`src/rtl/load_use_scoreboard_pkg.sv`:
```
// Load-use scoreboard shared types and constants.
// Shadow-pipeline entry format and stall-vector bit positions.
package load_use_scoreboard_pkg;

  typedef logic [5:0] stall_bus_t;
  typedef logic [4:0] reg_addr_t;

  localparam int STALL_PC  = 0;
  localparam int STALL_IF  = 1;
  localparam int STALL_ID  = 2;
  localparam int STALL_EX  = 3;
  localparam int STALL_DC  = 4;
  localparam int STALL_MEM = 5;

  localparam int NUM_SLOTS       = 3;
  localparam int SLOT_EX         = 0;
  localparam int SLOT_DC         = 1;
  localparam int SLOT_MEM        = 2;
  localparam int LOAD_READY_SLOT = SLOT_MEM;

  typedef struct packed {
    logic      valid;
    reg_addr_t waddr;
    logic      is_load;
  } sb_entry_t;

endpackage

```
`src/rtl/load_use_scoreboard_if.sv`:
```
// ID-side bundle of the load-use scoreboard.
// master = pipeline/ID stage, slave = scoreboard.
interface load_use_scoreboard_if;
  import load_use_scoreboard_pkg::*;

  logic       flush;
  stall_bus_t stall;
  logic       id_valid;
  logic       id_we;
  reg_addr_t  id_waddr;
  logic       id_is_load;
  reg_addr_t  rs_raddr;
  logic       rs_used;
  reg_addr_t  rt_raddr;
  logic       rt_used;
  logic       stallreq_load;
  logic       rs_pending;
  logic       rt_pending;
  logic [1:0] loads_inflight;

  modport master (
    output flush, stall,
    output id_valid, id_we, id_waddr, id_is_load,
    output rs_raddr, rs_used, rt_raddr, rt_used,
    input  stallreq_load, rs_pending, rt_pending,
    input  loads_inflight
  );

  modport slave (
    input  flush, stall,
    input  id_valid, id_we, id_waddr, id_is_load,
    input  rs_raddr, rs_used, rt_raddr, rt_used,
    output stallreq_load, rs_pending, rt_pending,
    output loads_inflight
  );

endinterface

```
`src/rtl/load_use_scoreboard_sb_slot.sv`:
```
// One shadow-pipeline slot: load, hold, bubble or flush.
// own_stall holds the slot; up_stall alone inserts a bubble.
module sb_slot
  import load_use_scoreboard_pkg::*;
(
  input  logic      clk,
  input  logic      rst,
  input  logic      flush,
  input  logic      up_stall,
  input  logic      own_stall,
  input  sb_entry_t d,
  output sb_entry_t q
);

  always_ff @(posedge clk) begin
    if (rst) begin
      q <= '0;
    end else if (flush) begin
      q.valid <= 1'b0;
    end else if (!own_stall) begin
      if (up_stall) begin
        q.valid <= 1'b0;
      end else begin
        q <= d;
      end
    end
  end

endmodule

```
`src/rtl/load_use_scoreboard.sv`:
```
// Load-use scoreboard: shadows in-flight writes in EX/DCACHE/MEM
// and requests an ID stall when a consumer needs unreturned load data.
module load_use_scoreboard
  import load_use_scoreboard_pkg::*;
(
  input logic clk,
  input logic rst,
  load_use_scoreboard_if.slave sb
);

  sb_entry_t slot_d [NUM_SLOTS];
  sb_entry_t slot_q [NUM_SLOTS];

  logic unused_stall;
  assign unused_stall = ^{sb.stall[STALL_IF], sb.stall[STALL_PC]};

  always_comb begin
    slot_d[0].valid   = sb.id_valid & sb.id_we
                      & (sb.id_waddr != '0);
    slot_d[0].waddr   = sb.id_waddr;
    slot_d[0].is_load = sb.id_is_load;
    for (int s = 1; s < NUM_SLOTS; s++) begin
      slot_d[s] = slot_q[s-1];
    end
  end

  for (genvar g = 0; g < NUM_SLOTS; g++) begin : g_slot
    sb_slot u_slot (
      .clk       (clk),
      .rst       (rst),
      .flush     (sb.flush),
      .up_stall  (sb.stall[STALL_ID+g]),
      .own_stall (sb.stall[STALL_ID+g+1]),
      .d         (slot_d[g]),
      .q         (slot_q[g])
    );
  end

  logic [NUM_SLOTS-1:0] rs_hit;
  logic [NUM_SLOTS-1:0] rt_hit;
  logic                 rs_block;
  logic                 rt_block;
  logic [1:0]           loads;

  // Walk oldest to youngest so the youngest match decides readiness.
  always_comb begin
    rs_hit   = '0;
    rt_hit   = '0;
    rs_block = 1'b0;
    rt_block = 1'b0;
    loads    = '0;
    for (int s = NUM_SLOTS - 1; s >= 0; s--) begin
      rs_hit[s] = slot_q[s].valid & sb.rs_used
                & (slot_q[s].waddr == sb.rs_raddr)
                & (sb.rs_raddr != '0);
      rt_hit[s] = slot_q[s].valid & sb.rt_used
                & (slot_q[s].waddr == sb.rt_raddr)
                & (sb.rt_raddr != '0);
      if (rs_hit[s]) begin
        rs_block = slot_q[s].is_load
                 & (s < LOAD_READY_SLOT);
      end
      if (rt_hit[s]) begin
        rt_block = slot_q[s].is_load
                 & (s < LOAD_READY_SLOT);
      end
      loads = loads
            + 2'(slot_q[s].valid & slot_q[s].is_load);
    end
  end

  assign sb.stallreq_load  = sb.id_valid
                           & (rs_block | rt_block);
  assign sb.rs_pending     = |rs_hit;
  assign sb.rt_pending     = |rt_hit;
  assign sb.loads_inflight = loads;

endmodule

```
`src/flat_wrapper.sv`:
```
// flat-port wrapper written by rule: the top's interface ports become plain ports
module load_use_scoreboard_flat import load_use_scoreboard_pkg::*;
  (clk, rst, sb_flush, sb_stall, sb_id_valid, sb_id_we, sb_id_waddr, sb_id_is_load, sb_rs_raddr, sb_rs_used, sb_rt_raddr, sb_rt_used, sb_stallreq_load, sb_rs_pending, sb_rt_pending, sb_loads_inflight);
  load_use_scoreboard_if sb_i ();
  input logic clk;
  input logic rst;
  input wire logic [$bits(sb_i.flush)-1:0] sb_flush;
  input wire logic [$bits(sb_i.stall)-1:0] sb_stall;
  input wire logic [$bits(sb_i.id_valid)-1:0] sb_id_valid;
  input wire logic [$bits(sb_i.id_we)-1:0] sb_id_we;
  input wire logic [$bits(sb_i.id_waddr)-1:0] sb_id_waddr;
  input wire logic [$bits(sb_i.id_is_load)-1:0] sb_id_is_load;
  input wire logic [$bits(sb_i.rs_raddr)-1:0] sb_rs_raddr;
  input wire logic [$bits(sb_i.rs_used)-1:0] sb_rs_used;
  input wire logic [$bits(sb_i.rt_raddr)-1:0] sb_rt_raddr;
  input wire logic [$bits(sb_i.rt_used)-1:0] sb_rt_used;
  output wire logic [$bits(sb_i.stallreq_load)-1:0] sb_stallreq_load;
  output wire logic [$bits(sb_i.rs_pending)-1:0] sb_rs_pending;
  output wire logic [$bits(sb_i.rt_pending)-1:0] sb_rt_pending;
  output wire logic [$bits(sb_i.loads_inflight)-1:0] sb_loads_inflight;
  assign sb_i.flush = sb_flush;
  assign sb_i.stall = sb_stall;
  assign sb_i.id_valid = sb_id_valid;
  assign sb_i.id_we = sb_id_we;
  assign sb_i.id_waddr = sb_id_waddr;
  assign sb_i.id_is_load = sb_id_is_load;
  assign sb_i.rs_raddr = sb_rs_raddr;
  assign sb_i.rs_used = sb_rs_used;
  assign sb_i.rt_raddr = sb_rt_raddr;
  assign sb_i.rt_used = sb_rt_used;
  assign sb_stallreq_load = sb_i.stallreq_load;
  assign sb_rs_pending = sb_i.rs_pending;
  assign sb_rt_pending = sb_i.rt_pending;
  assign sb_loads_inflight = sb_i.loads_inflight;
  load_use_scoreboard u_core (.clk(clk), .rst(rst), .sb(sb_i));
endmodule
```
`config.mk`:
```
export PLATFORM = sky130hd
export DESIGN_NAME = load_use_scoreboard_flat
export DESIGN_NICKNAME = d
export VERILOG_FILES = /design/src/rtl/load_use_scoreboard_pkg.sv /design/src/rtl/load_use_scoreboard_if.sv /design/src/rtl/load_use_scoreboard_sb_slot.sv /design/src/rtl/load_use_scoreboard.sv /design/src/flat_wrapper.sv
export SDC_FILE = /design/constraint.sdc
export NUM_CORES = 1
export LEC_CHECK = 0
export BUFFER_PORTS_ARGS = -buffer_cell sky130_fd_sc_hd__buf_2
export CORE_UTILIZATION = 35
export DETAILED_ROUTE_END_ITERATION = 8
export GPL_TIMING_DRIVEN = 0
export PLACE_DENSITY = 0.58
export SLEW_MARGIN = 15
export SYNTH_ARGS = -nofsm -noshare
export SYNTH_HDL_FRONTEND = slang
export SYNTH_SLANG_ARGS = --single-unit
export TNS_END_PERCENT = 30
```
`constraint.sdc`:
```
create_clock -name clk -period 2.7 [get_ports clk]
set_input_delay 0.54 -clock clk [delete_from_list [all_inputs] [get_ports clk]]
set_output_delay 0.54 -clock clk [all_outputs]
set_load 0.02 [all_outputs]
```
==> impl_results.md <==
* Run status: finished clean
* Sequential power share at 0.559
* Async SR Flop Fraction at 0
* Post-route insts no fill at 213
* CTS Root Cell: clkbuf_4
* CP endpoint kind: output port
* Largest regs: u_core.g_slot.u_slot.q: 21 flops
* Max FO, Critical Path at 4
* Core area at 3360 sq um
* Internal power at 0.000408 W
* Mapped cell area at 1240 sq um
* Drt first-iter violations at 69
* Largest area contributor in the netlist: dfxtp_1
* HP Class: primary input to flip-flop
* Setup violations, final at 0
* Layout cells sized above 1 at 0.228
* Clock sinks at 21
* WP data arrival at 2070 ps
* Post-DP HPWL at 2.39 mm
* Die Ht at 61.4 um
* Drt pass-1 iters at 4
* Max clock buf depth at 2
* H-tree levels at 1
* Largest net degree at the start of global routing at 14
* Top-area cell type share of the netlist area at 0.340
* Seq/Total Area, Yosys at 0.340
* Ports at 34
* Setup crit start kind: primary input
* Max_cap viols at 0
* Global Route Usage Sum at 0.178
* Full die area at 3770 sq um
* WL/cell at 14.2 um
* Number of gates resized after cts at 0
* Final Hold Vio Count at 0
* Final setup skew at 9.04 ps
* Synthesized net count at 163
* Final wirelength at 3.02 mm
* Delay-heaviest family, CP: simple AND/OR/NAND/NOR gates
* Setup_tns at 0 ps
* Share of total power in the clock network at 0.294
* Crit-path most repeated cell: buf_2
* Global-route wire length before repair at 4.80 mm
* CP peak stage delay at 510 ps
* Unrepaired setup endpoints after global routing: no
* Actual slew at the worst max-slew pin at 720 ps
* FMAX at 383 MHz
* Via count at 1,103
* Skew-Pair Late Insertion Delay at 320 ps
* Most frequent cell after synthesis: xor2_1
* Vias per inst at 5.18
* CP cell instances: buf_2 > or4_1 > o21a_1 > and4_4 > o22ai_1 > a31o_1 > buf_2
* Synth-to-layout area growth at 19.2%
* Leakage at 0.622 nW
* VDD IR max at 249 uV
* Synth cell types at 22
* Required time worst endpoint at 2160 ps
* # rows at 21
* Crit path time final at 2610 ps
* Buffers on Ports at 30
* Buf+Inv Stages, Crit Path at 2
* Slowest cell on the critical path: or4_1
* DRC viols at 0
* Placed Instances at 209
* Net Sw Frac at 0.288
* Post-synth top cells: xor2_1, dfxtp_1, nor2_1
* Slew Viols, Final at 0
* Initial antenna violation count at 0
* CTS tree: yes
* Synth Instances at 133
* Cts bufs inserted at 3
* Postcts setup bufs at 0
* Max reg flops at 21
* ANT cells at 0
* Vias in the first global route at 1,030
* # hold bufs at CTS at 0
* Most used flip-flop cell after synthesis: dfxtp_1
* Placer Congestion at 0.859
* Period utilization at 0.966
* Comb pwr share at 0.148
* Slew headroom at 0.517
* Type of the worst setup path: primary input to output port
* Global route overflow at 0
* Pwr/cell area at 389 nW/um^2
* Yosys warns at 0
* Switch Pwr at 0.000165 W
* Yosys reg bits at 21
* Nets at 198
* Syn avg cell area at 9.29 sq um
* CTS clk-pin slew, worst paths at 130 ps
* Final ANT Viol Nets at 0
* Die width at 61.4 um
* Number of synthesized flops with an enable pin at 0
* Starting Density at 0.368
* Reg with most FFs: u_core.g_slot.u_slot.q
* Synth top area cells: dfxtp_1, xor2_1, mux2i_1
## worst paths after layout
check / startpoint / end / slack (ps) / cells past startpoint
max: sb_rt_raddr[0] / sb_stallreq_load / 90 / 7
min: rst / u_core.g_slot[0].u_slot.q[6] / 390 / 2
max reg2reg: u_core.g_slot[0].u_slot.q[6] / u_core.g_slot[1].u_slot.q[6] / 1760 / 3
min reg2reg: u_core.g_slot[2].u_slot.q[0] / u_core.g_slot[2].u_slot.q[0] / 510 / 2
## power groups by stage
| stage | sequential, W | clock [W] | combinational [W] |
|---|---|---|---|
| floorplan | 0.000325 | 0 | 0.0000443 |
| global placement | 0.000327 | 0 | 0.0000810 |
| detailed placement | 0.000327 | 0 | 0.0000849 |
| CTS | 0.000320 | 0.000171 | 0.0000850 |
| global route | 0.000321 | 0.000185 | 0.0000934 |
| finish | 0.000320 | 0.000168 | 0.0000845 |
## logic make-up after synthesis
family | after synthesis | share of synthesized area
AOI/OAI and AO/OA | 8 | 0.0405
xor gates and xnor gates | 30 | 0.213
adders and majority gates | 1 | 0.0162
buffers and inverters | 3 | 0.00911
DFF | 21 | 0.340
muxes | 18 | 0.146
and+or+nand+nor | 52 | 0.236
## cell type report
type                    count  area, sq um
plain buffers               3         11.3
clock buffers               3         22.5
clock inverters             1         7.51
fillers                   348         1890
multi-input cells         109          805
flip-flops and latches     21          420
well taps                  46         57.6
repair buffers             30          150
## metrics by stage
step	utilization	worst slack [ps]	hold WS, ps	instance area (sq um)	total power (W)
4_1_cts	0.438	90.0	384	1470	0.000576
3_3_place_gp	0.429	95.4	467	1440	0.000408
3_5_place_dp	0.429	92.1	484	1440	0.000412
5_1_grt	0.438	21.5	388	1470	0.000599
2_1_floorplan	-	334	452	1240	0.000369
6_report	0.438	92.2	391	1470	0.000573
## worst register-to-register path: stages (launching register included)
cell and delay [ps]:
dfxtp_1 490, nor3b_1 210, a21oi_1 60, nor3_1 110
## cell usage in the layout (no fill, tap or decap)
cell	synthesis	layout
nor2_1	19	19
clkinvlp_4	0	1
nor4_1	7	7
nand3_1	2	2
xor2_1	24	24
mux2i_1	18	18
clkbuf_1	3	3
xnor2_1	6	6
nor3_2	3	3
nor3b_1	2	2
fa_1	1	1
and4_1	1	1
o22ai_1	1	1
and4_4	1	1
and2_1	3	3
a31o_1	1	1
o21a_1	2	2
nand2_1	2	2
a21oi_1	4	4
nand4_1	6	6
nor3_1	3	3
buf_2	0	30
or4_1	3	3
clkbuf_4	0	3
dfxtp_1	21	21
## per-layer routing
layer / wire (um) / GRT usage / vias up
met5: 0 / 0 / -
met4: 30 / 0.0476 / 0
met3: 93 / 0.0378 / 5
met2: 1430 / 0.293 / 18
met1: 1460 / 0.236 / 536
li1: - / - / 544
Power figures use the tool's default switching activity.
